## src/rtl/text_console_ctrl.sv

```systemverilog
// text_console_ctrl: turns an ASCII byte stream into single-cycle write
// transactions on the character map (and optionally the colour map),
// keeping a cursor and clearing rows/the screen with bursts of spaces.
// Optional feature macro: TEXT_CONSOLE_COLOR_EN adds a colour-map attribute
// write after every printable character.
module text_console_ctrl #(
   parameter int unsigned COLS      = 80,
   parameter int unsigned ROWS      = 30,
   parameter logic [31:0] CHAR_BASE = 32'h0000_0000,
   parameter logic [31:0] COL_BASE  = 32'h0000_1000
) (
   input  logic        clk_i,
   input  logic        rst_i,
   input  logic        ch_valid_i,
   input  logic [7:0]  ch_data_i,
   input  logic [7:0]  ch_attr_i,
   output logic        ch_ready_o,
   output logic        req_o,
   output logic        write_enable_o,
   output logic [3:0]  mem_be_o,
   output logic [31:0] addr_o,
   output logic [31:0] write_data_o,
   output logic [6:0]  cur_col_o,
   output logic [4:0]  cur_row_o,
   output logic        busy_o
);

   localparam int unsigned ROW_WORDS = COLS / 4;
   localparam int unsigned ALL_WORDS = (COLS * ROWS) / 4;
   localparam int unsigned CNT_W     = $clog2(ALL_WORDS + 1);
   localparam logic [31:0] SPACES    = 32'h2020_2020;

   typedef enum logic [2:0] {
      IDLE,
      PUT_CHAR,
`ifdef TEXT_CONSOLE_COLOR_EN
      PUT_ATTR,
`endif
      CLR_ROW,
      CLR_ALL
   } state_t;

   state_t             state, state_n;
   logic [CNT_W-1:0]   cnt, cnt_n;
   logic [6:0]         col_n;
   logic [4:0]         row_n;
   logic [4:0]         row_inc;
   logic [11:0]        off;
   logic [31:0]        word_off;
   logic [3:0]         be_c;
   logic               printable;
   logic               accept;
   logic               advance;
   logic               row_clr;
   logic               req_n;
   logic [3:0]         be_n;
   logic [31:0]        addr_n;
   logic [31:0]        data_n;
   logic               ready_n;
   logic               busy_n;

`ifdef TEXT_CONSOLE_COLOR_EN
   logic [7:0]         attr_q, attr_n;
`else
   logic               unused_attr;
   assign unused_attr = ^ch_attr_i;
`endif

   // Cursor-derived byte offset and the byte-lane addressing it implies.
   assign off       = 12'(32'(cur_row_o) * COLS + 32'(cur_col_o));
   assign word_off  = 32'({off[11:2], 2'b00});
   assign be_c      = 4'b0001 << off[1:0];
   assign row_inc   = (cur_row_o == 5'(ROWS - 1)) ? 5'd0 : cur_row_o + 5'd1;
   assign printable = (ch_data_i >= 8'h20) && (ch_data_i <= 8'h7E);
   assign accept    = ch_valid_i && ch_ready_o;

   // Next-state, cursor update and next bus-write computation.
   always_comb begin
      state_n = state;
      cnt_n   = cnt;
      col_n   = cur_col_o;
      row_n   = cur_row_o;
      req_n   = 1'b0;
      be_n    = 4'h0;
      addr_n  = 32'h0;
      data_n  = 32'h0;
      advance = 1'b0;
      row_clr = 1'b0;
`ifdef TEXT_CONSOLE_COLOR_EN
      attr_n  = attr_q;
`endif

      case (state)
         IDLE: begin
            if (accept) begin
               if (printable) begin
                  state_n = PUT_CHAR;
                  req_n   = 1'b1;
                  be_n    = be_c;
                  addr_n  = CHAR_BASE + word_off;
                  data_n  = {4{ch_data_i}};
`ifdef TEXT_CONSOLE_COLOR_EN
                  attr_n  = ch_attr_i;
`endif
               end else begin
                  case (ch_data_i)
                     8'h0A: begin
                        col_n   = 7'd0;
                        row_n   = row_inc;
                        row_clr = 1'b1;
                     end
                     8'h0D: col_n = 7'd0;
                     8'h08: begin
                        if (cur_col_o != 7'd0) col_n = cur_col_o - 7'd1;
                     end
                     8'h0C: begin
                        col_n   = 7'd0;
                        row_n   = 5'd0;
                        state_n = CLR_ALL;
                        req_n   = 1'b1;
                        be_n    = 4'hF;
                        addr_n  = CHAR_BASE;
                        data_n  = SPACES;
                        cnt_n   = CNT_W'(1);
                     end
                     default: ;
                  endcase
               end
            end
         end
         PUT_CHAR: begin
`ifdef TEXT_CONSOLE_COLOR_EN
            state_n = PUT_ATTR;
            req_n   = 1'b1;
            be_n    = be_c;
            addr_n  = COL_BASE + word_off;
            data_n  = {4{attr_q}};
`else
            advance = 1'b1;
`endif
         end
`ifdef TEXT_CONSOLE_COLOR_EN
         PUT_ATTR: advance = 1'b1;
`endif
         CLR_ROW: begin
            if (cnt == CNT_W'(ROW_WORDS)) begin
               state_n = IDLE;
            end else begin
               req_n  = 1'b1;
               be_n   = 4'hF;
               addr_n = CHAR_BASE + 32'(cur_row_o) * COLS + 32'({cnt, 2'b00});
               data_n = SPACES;
               cnt_n  = cnt + CNT_W'(1);
            end
         end
         CLR_ALL: begin
            if (cnt == CNT_W'(ALL_WORDS)) begin
               state_n = IDLE;
            end else begin
               req_n  = 1'b1;
               be_n   = 4'hF;
               addr_n = CHAR_BASE + 32'({cnt, 2'b00});
               data_n = SPACES;
               cnt_n  = cnt + CNT_W'(1);
            end
         end
         default: state_n = IDLE;
      endcase

      // Cursor advance after a printable character; wrapping clears the new row.
      if (advance) begin
         if (cur_col_o < 7'(COLS - 1)) begin
            col_n   = cur_col_o + 7'd1;
            state_n = IDLE;
         end else begin
            col_n   = 7'd0;
            row_n   = row_inc;
            row_clr = 1'b1;
         end
      end

      // Row clear starts immediately with word 0 so no bubble cycle is lost.
      if (row_clr) begin
         state_n = CLR_ROW;
         req_n   = 1'b1;
         be_n    = 4'hF;
         addr_n  = CHAR_BASE + 32'(row_n) * COLS;
         data_n  = SPACES;
         cnt_n   = CNT_W'(1);
      end

      ready_n = (state_n == IDLE);
      busy_n  = (state_n == CLR_ROW) || (state_n == CLR_ALL);
   end

   // State, cursor and registered bus outputs; reset restarts a full clear.
   always_ff @(posedge clk_i or negedge rst_i) begin
      if (!rst_i) begin
         state          <= CLR_ALL;
         cnt            <= '0;
         cur_col_o      <= 7'd0;
         cur_row_o      <= 5'd0;
         req_o          <= 1'b0;
         write_enable_o <= 1'b0;
         mem_be_o       <= 4'h0;
         addr_o         <= 32'h0;
         write_data_o   <= 32'h0;
         ch_ready_o     <= 1'b0;
         busy_o         <= 1'b1;
`ifdef TEXT_CONSOLE_COLOR_EN
         attr_q         <= 8'h0;
`endif
      end else begin
         state          <= state_n;
         cnt            <= cnt_n;
         cur_col_o      <= col_n;
         cur_row_o      <= row_n;
         req_o          <= req_n;
         write_enable_o <= req_n;
         mem_be_o       <= be_n;
         addr_o         <= addr_n;
         write_data_o   <= data_n;
         ch_ready_o     <= ready_n;
         busy_o         <= busy_n;
`ifdef TEXT_CONSOLE_COLOR_EN
         attr_q         <= attr_n;
`endif
      end
   end

endmodule

```

## config.mk

```make
export PLATFORM = sky130hd
export DESIGN_NAME = text_console_ctrl
export DESIGN_NICKNAME = d
export VERILOG_FILES = /design/src/rtl/text_console_ctrl.sv
export SDC_FILE = /design/constraint.sdc
export NUM_CORES = 1
export LEC_CHECK = 0
export BUFFER_PORTS_ARGS = -buffer_cell sky130_fd_sc_hd__buf_2
export CAP_MARGIN = 20
export CORE_MARGIN = 8
export CORE_UTILIZATION = 45
export DETAILED_ROUTE_END_ITERATION = 6
export GPL_TIMING_DRIVEN = 0
export PLACE_DENSITY_LB_ADDON = 0.25
export RECOVER_POWER = 25
export SETUP_SLACK_MARGIN = 0.4
export SLEW_MARGIN = 20
export SYNTH_ARGS = -nofsm -noshare
export SYNTH_HDL_FRONTEND = slang
export SYNTH_SLANG_ARGS = --single-unit
```

## constraint.sdc

```tcl
create_clock -name clk_i -period 3.4 [get_ports clk_i]
set_input_delay 0.51 -clock clk_i [delete_from_list [all_inputs] [get_ports clk_i]]
set_output_delay 0.51 -clock clk_i [all_outputs]
set_load 0.02 [all_outputs]
```

# After elaboration in Yosys (flattened, before gate mapping)
# Cells that the tools add are included.
# totals
register_bits	96
input_bits	19
output_inout_bits	84
wordCells	118
# classes
addsub	6
multipliers	2
magnitude_cmp	3
n_eq_ne	19
n_shift	1
n_mux	64
n_reduce_logical	13
# ops
cell	n
2-to-1 mux 32 bit	4
case mux 32 bit (3 select lines)	1
2-to-1 mux 30 bit	3
2-to-1 mux 10 bit	6
2-to-1 mux 7 bit	6
case mux 13 bit (3 select lines)	1
2-to-1 mux 12 bit	3
equality test 8 x 4 -> 1 bit, second input constant	4
2-to-1 mux 5 bit	6
case mux 10 bit (3 select lines)	1
2-to-1 mux 3 bit	8
2-to-1 mux 4 bit	6
multiplier 5 x 3 -> 8 bit, second input constant	2
inequality test 3 bit, second input constant	5
case mux 7 bit (2 select lines)	1
adder 12 x 12 -> 13 bit	1
2-to-1 mux 1 bit	13
2-to-1 mux 13 bit	1
adder 12 x 7 -> 12 bit	1
equality test 3 x 2 -> 1 bit, second input constant	4
case mux 3 bit (4 select lines)	1
case mux 4 bit (3 select lines)	1
adder 10 x 1 -> 10 bit, second input constant	1
equality test 10 bit, second input constant	1
other kinds (24)	27

# Depth between registers and ports, before layout
# Gate-level depths: netlist of run 1.
# depth
word_depth	10
depth_mapped	14
ltp_nobuf	13

# Worst setup path after synthesis of run 1
# Ideal clock, no wire load.
# synth_path
kind	input to register
start	input port ch_data_i[5]
end	register addr_o[10]
setup_ns	0.134
t_arrival_ns	3.076
required_time_ns	3.266
path_slack_ns	0.190
path_stages	14
n_path_buf	1
path_cell_list	nor4b_4 -> nand4_4 -> nor3b_4 -> nand2b_1 -> clkbuf_8 -> o21ai_0 -> a21o_1 -> ha_1 -> ha_1 -> a21o_1 -> a21oi_1 -> xor2_1 -> a22oi_1 -> o211ai_1
# synth_via
elab_chain_len	9
elab_cells_between_ends	22
classes_between	mul (1); order compare (2); eq/ne (2); mux (16); reduce/logical (1)
# synth_rtl
item	line	source
start, declared	15	input logic [7:0] ch_data_i,
greater-or-equal comparator 8 x 6 -> 1 bit, or another cell as far along	74	assign printable = (ch_data_i >= 8'h20) && (ch_data_i <= 8'h7E);
logical AND 1 bit or case mux 5 bit (2 select lines) (tied branches)	74, 106	
2-to-1 mux 5 bit (*)	96	if (printable) begin
2-to-1 mux 5 bit (*)	95	if (accept) begin
2-to-1 mux 5 bit (*)	93	case (state)
2-to-1 mux 5 bit	172	if (cur_col_o < 7'(COLS - 1)) begin
2-to-1 mux 5 bit (*)	171	if (advance) begin
via row_n[2]	46	logic [4:0] row_n;
multiplier 5 x 3 -> 8 bit (*)	187	addr_n = CHAR_BASE + 32'(row_n) * COLS;
2-to-1 mux 32 bit (*)	183	if (row_clr) begin
via addr_n[10]	57	logic [31:0] addr_n;
end signal, assigned	221	addr_o <= addr_n;
end, declared	21	output logic [31:0] addr_o,
# The timed path passes the listed nets; every way through them passes the cells marked *.
# A chain may end at the register's enable or synchronous reset.

# Worst setup path in the final report of run 1
# layout_path
start	register state[2]
end	register addr_o[9]
# layout_via
elab_chain_len	6
elab_cells_between_ends	14
classes_between	mul (1); eq/ne (3); mux (9); reduce/logical (1)
# layout_rtl
item	line	source
start, declared	43	state_t state, state_n;
start signal, assigned	214	state <= state_n;
zero test 3 bit	93	
2-to-1 mux 5 bit	93	
2-to-1 mux 5 bit	172	
2-to-1 mux 5 bit (*)	171	
via row_n[2]	46	
multiplier 5 x 3 -> 8 bit (*)	187	
2-to-1 mux 32 bit (*)	183	
via addr_n[9]	57	
# Marked as above.

==> summary.md, run 1 <==
| Metric | Value |
|---|---|
| Outcome | finished clean |
| Fin nets | 557 |
| Min-Delay Path Class | in2async |
| Achievable Freq | 306 MHz |
| Die area | 0.0114 mm^2 |
| Detailed Place HPWL | 6850 um |
| Slowest stage delay, CP | 0.41 ns |
| Syn Inst Count | 380 |
| CP Capture Type | flip-flop |
| Final RePlAce weighted congestion | 0.884 |
| Post-layout util | 58.1% |
| Final Non-Filler Cells | 608 |
| H-tree levels | 2 |
| Pre-CTS setup slack | -0.309 ns |
| Final antenna-violating net count | 0 |
| Synth-to-layout area growth | 27.3% |
| Synth Area in Compound Gates | 18.2% |
| WL final | 9520 um |
| Routed met3 length | 752 um |
| Combinational family with the most area after synthesis | compound AO/OA/AOI/OAI gates |
| M1 WL | 4000 um |
| DR top layer | met4 |
| Post-synth cell types | 62 |
| Synth Area in Simple Gates | 17.1% |
| Seq/Total Area, Yosys | 34.6% |
| # setup viols final | 0 |
| I/O pin count | 103 |
| Most frequent cells in the layout | buf_2 (74), buf_4 (65), dfrtp_1 (43), ha_1 (28) |
| Clock Tree Buf Depth | 2 |
| Measured slew at the worst slew-check pin | 0.641 ns |
| Total clock buffers created by CTS | 5 |
| WP buf/inv | 2 |
| Initial drt markers | 190 |
| Chip height | 107 um |
| DIE WIDTH | 107 um |
| Rows | 33 |
| DRT Pass-1 Iters | 7 |
| R2R depth | 13 |
| Synthesized-area fraction occupied by adder cells | 13.0% |
| Antenna violations before repair | 0 |
| Mean post-synth cell area | 9.73 um^2 |
| Crit path kind | reg2reg |
| Ys Warns | 0 |
| Clk slew on worst S/H paths | 0.10 ns |
| Dpl cells | 580 |
| PnR worst setup slack | 0.135 ns |
| Mapped Area | 0.00370 mm^2 |
| Multiplexer area fraction after synthesis | 0.271% |
| Clk Latency, worst-skew pair | 0.31 ns |
| Avg WL per Cell | 15.7 um |
| Vias in the first global route | 3171 |
| XOR/XNOR Fraction of Synth Area | 4.50% |
| Critical Path Slowest Stage Cell | dfrtp_1 |
| Commonest non-fill, non-tap cell in the layout | buf_2 |
| Skew final | 0.0143 ns |
| Starting density of the core | 45.7% |
| First-pass GRT wire length | 15500 um |
| Startpoint types | flip-flop |
| TritonCTS clock tree | yes |
| Critical-path maximum fanout | 4 |
| CP cell instances | nor4b_4 -> nand4_4 -> nor3b_4 -> nand2b_4 -> clkbuf_16 -> o21ai_2 -> a21o_1 -> ha_4 -> inv_2 -> fa_2 -> xnor2_2 -> a222oi_1 -> o21ai_1 |
| Setup repair after global routing missed its margin | true |
| Max cap viols | 0 |
| R2R Path Start | state[2] |
| Number of synthesized flops with an enable pin | 0 |
| Pins Over Slew Limit | 0 |
| Pleak | 2.48 nW |
| Share of cells above drive strength 1 | 39.4% |
| Routed via count | 3181 |
| Grt ovf | 0 |
| Final Hold Fails | 0 |
| Register-to-register setup slack | 0.13 ns |
| CTS Root Buffer Type | clkbuf_8 |
| Crit path required time | 3.56 ns |
| # diodes | 0 |
| Cell area power density | 539 mW/mm^2 |
| Vias/cell | 5.23 |
| Critical path arrival | 3.43 ns |
| Rel. slew slack | 57.2% |
| Core Area | 0.00809 mm^2 |
| Worst vdd ir | 0.000297 V |
| Ys async rst share | 100% |
| Largest net degree at the start of global routing | 52 |
| FF-to-FF End | addr_o[9] |
| Tcrit/Tclk final | 96.0% |
| Min Clock Period, post-route | 3.27 ns |
| Fill count | 734 |
| GRT Total Usage | 16.5% |
| Port-buffer cells | 73 |
| Ys flop type | dfrtp_1 |
| Top delay family on crit path | simple AND/OR/NAND/NOR gates |
| Clk sinks | 51 |
| DRC viols | 0 |
| Metal2 WL | 4640 um |
| FF+latch count, synth | 51 |
## kinds of logic (layout without fill, tap and decap cells)
logic type / after synthesis / count (layout)
AOI/OAI and AO/OA: 96 / 96
xor gates and xnor gates: 19 / 19
other: 1 / 23
buffers and inverters: 69 / 170
DFF: 51 / 51
and+or+nand+nor: 107 / 107
muxes: 1 / 1
adders and majority gates: 36 / 36
## sequential cells by signal (all words and copies together) (netlist names)
signal / cells
addr_o: 11
busy_o: 1
ch_ready_o: 1
cnt: 10
cur_col_o: 7
cur_row_o: 5
mem_be_o: 4
state: 3
write_data_o: 8
write_enable_o: 1
## synth_stat cells, types with 6 or more instances
cell	instances	share of area, %
nand3_1	10	1.4
ha_1	32	11
o21a_1	6	1.2
or3_1	6	1.0
a21o_1	7	1.4
dfrtp_1	48	32
a31oi_1	7	1.2
a21oi_1	20	2.7
and2_1	6	1.0
nor2_1	23	2.3
nand2_1	25	2.5
inv_1	15	1.5
buf_4	47	9.5
xnor2_1	6	1.4
xor2_1	13	3.1
a22oi_1	6	1.2
o21ai_0	17	2.3
## how the worst max path moves through the flow
stage | from | endpoint | depth (start not counted) | slack (ns)
global placement | ch_data_i[6] | addr_o[9] | 13 | -0.29
finish | state[2] | addr_o[9] | 13 | 0.13
detailed placement | ch_data_i[6] | addr_o[10] | 15 | -0.31
floorplan | ch_data_i[6] | addr_o[10] | 14 | 0.26
CTS | state[2] | addr_o[9] | 14 | 0.22
global route | state[2] | addr_o[9] | 13 | 0.02
## final cells by class
type                       instances  area, um^2  share of cell area, %
timing repair buffer              93         529                   11.3
inverter                          15        56.3                   1.20
clock inverter                     2        37.5                  0.798
clock buffer                       6        72.6                   1.54
buffer                            54         405                   8.62
tap                              105         131                   2.79
multi-input combinational        282        2180                   46.4
sequential                        51        1290                   27.3
## through the flow
| stage | setup TNS [ns] | area, um^2 | power (mW) | hold WS [ns] |
|---|---|---|---|---|
| CTS | 0 | 4620 | 2.50 | 0.239 |
| floorplan | 0 | 3790 | 1.66 | 0.214 |
| finish | 0 | 4700 | 2.54 | 0.213 |
| detailed placement | -0.902 | 4290 | 1.98 | 0.569 |
| global placement | -0.874 | 4290 | 1.95 | 0.551 |
| global route | 0 | 4700 | 2.73 | 0.252 |
## power by group
| group | total [mW] | internal [mW] | switching, mW |
|---|---|---|---|
| logic | 1.24 | 0.528 | 0.712 |
| registers | 0.870 | 0.713 | 0.157 |
| clock network | 0.426 | 0.220 | 0.206 |
| total | 2.54 | 1.46 | 1.08 |
## layer usage
metal	track usage, %	vias to the layer above
met5	0	-
met3	3.66	12
li1	-	1538
met2	27.7	121
met4	5.73	0
met1	20.5	1510
## worst reg2reg max path, delay by kind of cell (launching register included)
kind | cells | cell delay (ns)
simple gates | 4 | 0.98
fa+ha+maj | 2 | 0.72
compound gates | 4 | 0.69
flops | 1 | 0.41
buf+inv | 2 | 0.17
xor+xnor | 1 | 0.15
## what timing repair did
item,4_1_cts,5_1_grt
hold buffers,0,0
pin swaps,13,8
setup buffers,16,4
gates resized for setup,23,13
endpoints found under the setup margin,5,5
cloned,0,0
endpoints found under the hold margin,0,0
Power figures use the tool's default switching activity.
==> run 2: changes to the inputs <==
--- a/config.mk
+++ b/config.mk
@@ -5,12 +5,12 @@
 export SDC_FILE = /design/constraint.sdc
 export NUM_CORES = 1
 export LEC_CHECK = 0
+export ABC_AREA = 1
 export BUFFER_PORTS_ARGS = -buffer_cell sky130_fd_sc_hd__buf_2
 export CAP_MARGIN = 20
 export CORE_MARGIN = 8
 export CORE_UTILIZATION = 45
 export DETAILED_ROUTE_END_ITERATION = 6
-export GPL_TIMING_DRIVEN = 0
 export PLACE_DENSITY_LB_ADDON = 0.25
 export RECOVER_POWER = 25
 export SETUP_SLACK_MARGIN = 0.4
==> summary.md, run 2 <==
| Metric | Value |
|---|---|
| Startpoint types | flip-flop (unchanged) |
| Leading registers by flop count | addr_o: 11 flops, cnt: 10 flops, write_data_o: 8 flops (unchanged) |
| FF+latch count, synth | 51 (unchanged) |
| Top delay family on crit path | simple AND/OR/NAND/NOR gates (unchanged) |
| Cell area power density | 586 mW/mm^2 (was 539 mW/mm^2) |
| Reg with most FFs | addr_o (unchanged) |
| Ys flop type | dfrtp_1 (unchanged) |
| Syn Inst Count | 502 (was 380) |
| Core Area | 0.00868 mm^2 (was 0.00809 mm^2) |
| DRC viols | 0 (unchanged) |
| Max cap viols | 1 (was 0) |
| DIE WIDTH | 110 um (was 107 um) |
| Clk sinks | 51 (unchanged) |
| Post-synth top area cell | dfrtp_1 (unchanged) |
| Largest net degree at the start of global routing | 30 (was 52) |
| Detailed Place HPWL | 7530 um (was 6850 um) |
| WHS | 0.422 ns (was 0.213 ns) |
| # diodes | 0 (unchanged) |
| Routed via count | 3301 (was 3181) |
| CP Capture Type | flip-flop (unchanged) |
| Top cells by count, synth | nand2_1 (99), inv_1 (51), buf_4 (48), dfrtp_1 (48) (was dfrtp_1 (48), buf_4 (47), ha_1 (32), nand2_1 (25), nor2_1 (23)) |
| Synth-to-layout area growth | 10.3% (was 27.3%) |
| Clk Latency, worst-skew pair | 0.31 ns (about the same) |
| I/O pin count | 103 (unchanged) |
| Share of cells above drive strength 1 | 28.3% (was 39.4%) |
| Clock Tree Buf Depth | 2 (unchanged) |
| CP cell instances | inv_2 -> nor3_4 -> nand3_2 -> nand2_4 -> nand2_4 -> or2_1 -> o21ai_2 -> ha_1 -> ha_2 -> inv_1 -> fa_2 -> or2_2 -> nand3_1 -> o2111ai_1 (was nor4b_4 -> nand4_4 -> nor3b_4 -> nand2b_4 -> clkbuf_16 -> o21ai_2 -> a21o_1 -> ha_4 -> inv_2 -> fa_2 -> xnor2_2 -> a222oi_1 -> o21ai_1) |
| Critical Path Slowest Stage Cell | dfstp_2 (was dfrtp_1) |
| Synth Area in Compound Gates | 7.05% (was 18.2%) |
| Mean post-synth cell area | 7.99 um^2 (was 9.73 um^2) |
| Worst Hold End | write_data_o[26] |
| Top post-synthesis cells by area | dfrtp_1 (30%), ha_1 (10%), nand2_1 (9.3%) (was dfrtp_1 (32%), ha_1 (11%), buf_4 (9.5%)) |
| Vias in the first global route | 3222 (was 3171) |
| Rows | 34 (was 33) |
| XOR/XNOR Fraction of Synth Area | 3.71% (was 4.50%) |
| Achievable Freq | 340 MHz (was 306 MHz) |
| WP buf/inv | 2 (unchanged) |
| Vias/cell | 4.93 (was 5.23) |
| Min-Delay Path Class | in2reg (was in2async) |
| Pleak | 2.47 nW (was 2.48 nW) |
| R2R Path Start | state[0] (was state[2]) |
| Ys async rst share | 100% (unchanged) |
| Multi-input gate area | 0.00222 mm^2 (was 0.00218 mm^2) |
| Hold path cells | 3 |
| Initial drt markers | 148 (was 190) |
| FF-to-FF End | addr_o[9] (unchanged) |
| Antenna violations before repair | 0 (unchanged) |
| Measured slew at the worst slew-check pin | 1.53 ns (was 0.641 ns) |
| H-tree levels | 2 (unchanged) |
| Critical path arrival | 3.11 ns (was 3.43 ns) |
| CTS Root Buffer Type | clkbuf_8 (unchanged) |
| Starting density of the core | 46.2% (was 45.7%) |
| Grt ovf | 0 (unchanged) |
| WL final | 9380 um (was 9520 um) |
| # setup viols final | 0 (unchanged) |
| Max FFs per register | 11 (unchanged) |
| Avg WL per Cell | 14.0 um (was 15.7 um) |
| TNS Setup | 0 ns (unchanged) |
| Critical-path maximum fanout | 5 (was 4) |
| Multiplexer area fraction after synthesis | 0.250% (was 0.271%) |
| Synth Area in Simple Gates | 29.1% (was 17.1%) |
| TritonCTS clock tree | yes (unchanged) |
| First-pass GRT wire length | 15300 um (was 15500 um) |
| Ys Warns | 0 (unchanged) |
| DRT Pass-1 Iters | 4 (was 7) |
| Register-to-register setup slack | 0.46 ns (was 0.13 ns) |
| Worst vdd ir | 0.000251 V (was 0.000297 V) |
| Final RePlAce weighted congestion | 0.896 (was 0.884) |
| Chip height | 110 um (was 107 um) |
| Outcome | finished with violations (was finished clean) |
| Hold_sp | ch_data_i[2] |
| Most frequent cells in the layout | nand2_1 (98), buf_2 (72), inv_1 (50), nand3_1 (42), dfrtp_1 (41) (was buf_2 (74), buf_4 (65), dfrtp_1 (43), ha_1 (28)) |
| Tcrit/Tclk final | 86.4% (was 96.0%) |
| Final Hold Fails | 0 (unchanged) |
| Top cell by count, worst path | nand2_4 |
| Die area | 0.0122 mm^2 (was 0.0114 mm^2) |
| Commonest non-fill, non-tap cell in the layout | nand2_1 (was buf_2) |
| Total clock buffers created by CTS | 5 (unchanged) |
| Mapped Area | 0.00401 mm^2 (was 0.00370 mm^2) |
| Min Clock Period, post-route | 2.94 ns (was 3.27 ns) |
| Fill count | 870 (was 734) |
| Port-buffer cells | 73 (unchanged) |
| Setup repair after global routing missed its margin | true (unchanged) |
| Crit path kind | reg2reg (unchanged) |
| Most common cell in the netlist | nand2_1 (was dfrtp_1) |
| Slowest stage delay, CP | 0.54 ns (was 0.41 ns) |
| Final antenna-violating net count | 0 (unchanged) |
| R2R depth | 14 (was 13) |
| Clk slew on worst S/H paths | 0.11 ns (was 0.10 ns) |
| Post-synth top area share | 30.0% (was 32.5%) |
| Reg area | 0.00129 mm^2 (about the same) |
| Fin nets | 616 (was 557) |
| GRT Total Usage | 15.8% (was 16.5%) |
| Skew final | 0.0127 ns (was 0.0143 ns) |
| Tot Pwr | 2.59 mW (was 2.54 mW) |
| Rel. slew slack | -2.26% (was 57.2%) |
| Post-synth cell types | 45 (was 62) |
| Number of synthesized flops with an enable pin | 0 (unchanged) |
| Crit path required time | 3.57 ns (was 3.56 ns) |
| Synthesized-area fraction occupied by adder cells | 12.0% (was 13.0%) |
| Seq/Total Area, Yosys | 31.9% (was 34.6%) |
| Pins Over Slew Limit | 30 (was 0) |
| Failing checks | max-capacitance violations, max-slew violations |
| Combinational family with the most area after synthesis | simple AND/OR/NAND/NOR gates (was compound AO/OA/AOI/OAI gates) |
[run 2: changes by cell type after synthesis, moves of 9 or more]
cell,before,now
nand2_1,25,99
inv_1,15,51
a21oi_1,20,9
inv_2,0,13
nor2_1,23,42
nand3_1,10,42
o21ai_0,17,8
[run 2: cell type report]
class / instances / area share (%)
clock buffers: 6 / 1.64
inverters: 67 / 5.86
flip-flops and latches: 51 / 29.1
well taps: 108 / 3.06
multi-input cells: 354 / 50.2
clock inverters: 2 / 0.396
repair buffers: 82 / 9.68
[run 2: cell families after synthesis]
family,after synthesis
XOR/XNOR,17
AND/OR/NAND/NOR,233
adder cells (fa/ha/maj),36
AO/OA/AOI/OAI,44
other,1
multiplexers,1
buffers and inverters,119
flip-flops,51
[run 2: worst min-delay path, delay by kind of cell]
| family | cells | cell delay [ns] |
|---|---|---|
| buf+inv | 2 | 0.16 |
| simple gates | 1 | 0.03 |
[run 2: where the power goes]
group          switching [mW]  internal (mW)  total, mW
sequential              0.233          0.741      0.975
combinational           0.766          0.483       1.25
clock                   0.217          0.149      0.366
[run 2: through the flow]
step / area, um^2 / utilization (%) / setup slack (ns) / std cells
floorplan: 4090 / - / 0.604 / 524
global placement: 4230 / 48.7 / 0.223 / 655
detailed placement: 4230 / 48.7 / 0.0927 / 655
CTS: 4330 / 49.8 / 0.381 / 663
global route: 4420 / 51.0 / 0.234 / 670
finish: 4420 / 51.0 / 0.463 / 670
[run 2: timing repair]
action / in CTS / in global routing
gates resized for setup: 3 / 21
setup endpoints to repair: 3 / 5
pin swaps: 0 / 6
gates cloned: 0 / 0
setup buffers: 0 / 7
hold buffers: 0 / 0
[run 2: worst max-delay path by stage]
stage / endpoint / depth (start not counted) / startpoint
final: addr_o[9] / 14 / state[0]
after global placement: addr_o[9] / 15 / ch_data_i[5]
after detailed placement: addr_o[9] / 15 / ch_data_i[5]
after global routing: cur_row_o[3] / 2 / rst_i
after floorplan: addr_o[9] / 14 / cur_col_o[2]
after CTS: addr_o[9] / 14 / cur_col_o[2]
[run 2: metal layers]
layer | routed length, um | global-route usage, % | share of wire, %
met5 | 0 | 0 | 0
met4 | 99 | 4.28 | 1.1
met3 | 533 | 2.15 | 5.7
met2 | 4580 | 27.6 | 49
met1 | 4170 | 19.9 | 44
==> run 3: changes to the inputs <==
--- a/config.mk
+++ b/config.mk
@@ -6,12 +6,13 @@
 export NUM_CORES = 1
 export LEC_CHECK = 0
 export ABC_AREA = 1
+export ABC_CLOCK_PERIOD_IN_PS = 3400
 export BUFFER_PORTS_ARGS = -buffer_cell sky130_fd_sc_hd__buf_2
 export CAP_MARGIN = 20
 export CORE_MARGIN = 8
 export CORE_UTILIZATION = 45
 export DETAILED_ROUTE_END_ITERATION = 6
-export PLACE_DENSITY_LB_ADDON = 0.25
+export PLACE_DENSITY = 0.7
 export RECOVER_POWER = 25
 export SETUP_SLACK_MARGIN = 0.4
 export SLEW_MARGIN = 20
==> summary.md, run 3 (synthesis gave the netlist of run 2 again) <==
| Metric | Value |
|---|---|
| Leading registers by flop count | addr_o: 11 flops, cnt: 10 flops, write_data_o: 8 flops (unchanged) |
| Fin nets | 613 (was 616) |
| DRC viols | 0 (unchanged) |
| Final antenna-violating net count | 0 (unchanged) |
| CTS Root Buffer Type | clkbuf_8 (unchanged) |
| Max FFs per register | 11 (unchanged) |
| Post-route cell area | 0.00441 mm^2 (was 0.00442 mm^2) |
| Achievable Freq | 354 MHz (was 340 MHz) |
| Comb power frac | 48.0% (was 48.2%) |
| R2R Path Start | cur_row_o[1] (was state[0]) |
| FF-to-FF End | addr_o[10] (was addr_o[9]) |
| Largest net degree at the start of global routing | 27 (was 30) |
| R2R depth | 14 (unchanged) |
| Rows | 34 (unchanged) |
| Port-buffer cells | 73 (unchanged) |
| Critical Path End | addr_o[10] (was addr_o[9]) |
| Tcrit/Tclk final | 83.0% (was 86.4%) |
| Vias/cell | 5.00 (was 4.93) |
| Reg with most FFs | addr_o (unchanged) |
| DRT Pass-1 Iters | 4 (unchanged) |
| Pins Over Slew Limit | 0 (was 30) |
| Share of cells above drive strength 1 | 27.9% (was 28.3%) |
| CP Capture Type | flip-flop (unchanged) |
| Clk Latency, worst-skew pair | 0.31 ns (about the same) |
| Sequential Power Share | 38.1% (was 37.6%) |
| Slowest stage delay, CP | 0.46 ns (was 0.54 ns) |
| Clock group share of total power | 13.9% (was 14.1%) |
| GRT Total Usage | 15.6% (was 15.8%) |
| I/O pin count | 103 (unchanged) |
| Fill count | 840 (was 870) |
| Min Clock Period, post-route | 2.82 ns (was 2.94 ns) |
| WHS | 0.422 ns (about the same) |
| Max cap viols | 0 (was 1) |
| Measured slew at the worst slew-check pin | 1.41 ns (was 1.53 ns) |
| Clk slew on worst S/H paths | 0.10 ns (was 0.11 ns) |
| Critical-path maximum fanout | 6 (was 5) |
| Startpoint types | flip-flop (unchanged) |
| Outcome | finished clean (was finished with violations) |
| DP Area | 0.00422 mm^2 (was 0.00423 mm^2) |
| H-tree levels | 2 (unchanged) |
| Skew final | 0.00846 ns (was 0.0127 ns) |
| # diodes | 0 (unchanged) |
| Rel. slew slack | 5.73% (was -2.26%) |
| Min-Delay Path Class | in2reg (unchanged) |
| Final RePlAce weighted congestion | 0.867 (was 0.896) |
| Switch Pwr | 1.22 mW (about the same) |
| Synth-to-layout area growth | 9.93% (was 10.3%) |
| Avg WL per Cell | 14.0 um (about the same) |
| Critical path arrival | 3.02 ns (was 3.11 ns) |
| First-pass GRT wire length | 15300 um (about the same) |
| CP cell instances | ha_1 -> ha_1 -> fa_1 -> nor2_1 -> nor2_2 -> ha_1 -> nand2_1 -> inv_1 -> nand4_1 -> nand3_1 -> nand2_1 -> nor3b_2 -> nor2_1 -> nand2_1 (was inv_2 -> nor3_4 -> nand3_2 -> nand2_4 -> nand2_4 -> or2_1 -> o21ai_2 -> ha_1 -> ha_2 -> inv_1 -> fa_2 -> or2_2 -> nand3_1 -> o2111ai_1) |
| DIE WIDTH | 110 um (unchanged) |
| Int Power | 1.37 mW (about the same) |
| Antenna violations before repair | 0 (unchanged) |
| Most frequent cells in the layout | nand2_1 (97), buf_2 (72), inv_1 (51) (was nand2_1 (98), buf_2 (72), inv_1 (50), nand3_1 (42), dfrtp_1 (41)) |
| Routed via count | 3336 (was 3301) |
| Initial drt markers | 151 (was 148) |
| TritonCTS clock tree | yes (unchanged) |
| Setup repair after global routing missed its margin | true (unchanged) |
| WL final | 9360 um (was 9380 um) |
| Clock Tree Buf Depth | 2 (unchanged) |
| Detailed Place HPWL | 7500 um (was 7530 um) |
| Starting density of the core | 46.2% (unchanged) |
| Sw frac | 47.0% (about the same) |
| PnR worst setup slack | 0.579 ns (was 0.463 ns) |
| Cell area power density | 587 mW/mm^2 (was 586 mW/mm^2) |
| Pre-CTS setup slack | 0.188 ns (was 0.0927 ns) |
| Chip height | 110 um (unchanged) |
| Core Area | 0.00868 mm^2 (unchanged) |
| Hold-fix buffers, CTS | 0 (unchanged) |
| Critical Path Slowest Stage Cell | dfrtp_2 (was dfstp_2) |
| Crit path kind | reg2reg (unchanged) |
| Clk sinks | 51 (unchanged) |
| Die area | 0.0122 mm^2 (unchanged) |
| Worst vdd ir | 0.000256 V (was 0.000251 V) |
| # setup viols final | 0 (unchanged) |
| Grt ovf | 0 (unchanged) |
| Pleak | 2.46 nW (was 2.47 nW) |
| TNS Setup | 0 ns (unchanged) |
| Setup crit start | cur_row_o[1] (was state[0]) |
| Final Hold Fails | 0 (unchanged) |
| Crit path required time | 3.60 ns (was 3.57 ns) |
| Total clock buffers created by CTS | 5 (unchanged) |
| Commonest non-fill, non-tap cell in the layout | nand2_1 (unchanged) |
| Vias in the first global route | 3308 (was 3222) |
| Register-to-register setup slack | 0.58 ns (was 0.46 ns) |
run 3: how the worst min path moves through the flow:
stage / end / startpoint / slack [ns] / cells past startpoint
4_1_cts: cur_col_o[0] / rst_i / 0.22 / 1
6_report: write_data_o[28] / ch_data_i[4] / 0.42 / 3
5_1_grt: write_data_o[28] / ch_data_i[4] / 0.42 / 3
3_3_place_gp: cnt[0] / cnt[0] / 0.54 / 1
3_5_place_dp: cur_col_o[0] / rst_i / 0.55 / 1
2_1_floorplan: addr_o[10] / rst_i / 0.21 / 0
run 3: power groups by stage:
stage,clock [mW],combinational [mW],sequential [mW]
after CTS,0.376,1.20,0.987
final,0.360,1.24,0.984
after detailed placement,0,1.19,0.995
after global routing,0.396,1.40,1.01
after floorplan,0,0.931,0.984
after global placement,0,1.15,0.988
run 3: final cells by class:
class                      instances  area, um^2  area share (%)
timing repair buffer              79         405            9.20
clock inverter                     2        17.5           0.398
sequential                        51        1290            29.2
tap                              108         135            3.07
multi-input combinational        354        2230            50.6
inverter                          67         259            5.88
clock buffer                       6        72.6            1.65
run 3: critical path, delay by kind of cell, from the launching register on:
kind	cells	cell delay (ns)
adders and majority gates	4	1.24
and+or+nand+nor	9	0.94
buffers and inverters	1	0.07
DFF	1	0.46
run 3: through the flow:
| stage | util [%] | power, mW | std cells |
|---|---|---|---|
| after global routing | 50.8 | 2.81 | 667 |
| after CTS | 49.8 | 2.56 | 662 |
| after floorplan | - | 1.91 | 524 |
| after detailed placement | 48.6 | 2.19 | 654 |
| after global placement | 48.6 | 2.14 | 654 |
| final | 50.8 | 2.58 | 667 |
run 3: layer usage:
layer  global-route usage, %  vias up  wire [um]  share of wire, %
met3                    1.98       13        580               6.2
li1                        -     1676          -                 -
met5                       0        -          0                 0
met2                    27.3       90       4580                49
met1                    19.2     1557       4050                43
met4                    5.61        0        153               1.6
run 3: what timing repair did:
action,in CTS,in global routing
buffers inserted,0,5
gates resized for setup,4,20
pin swaps,0,4
setup endpoints to repair,3,5
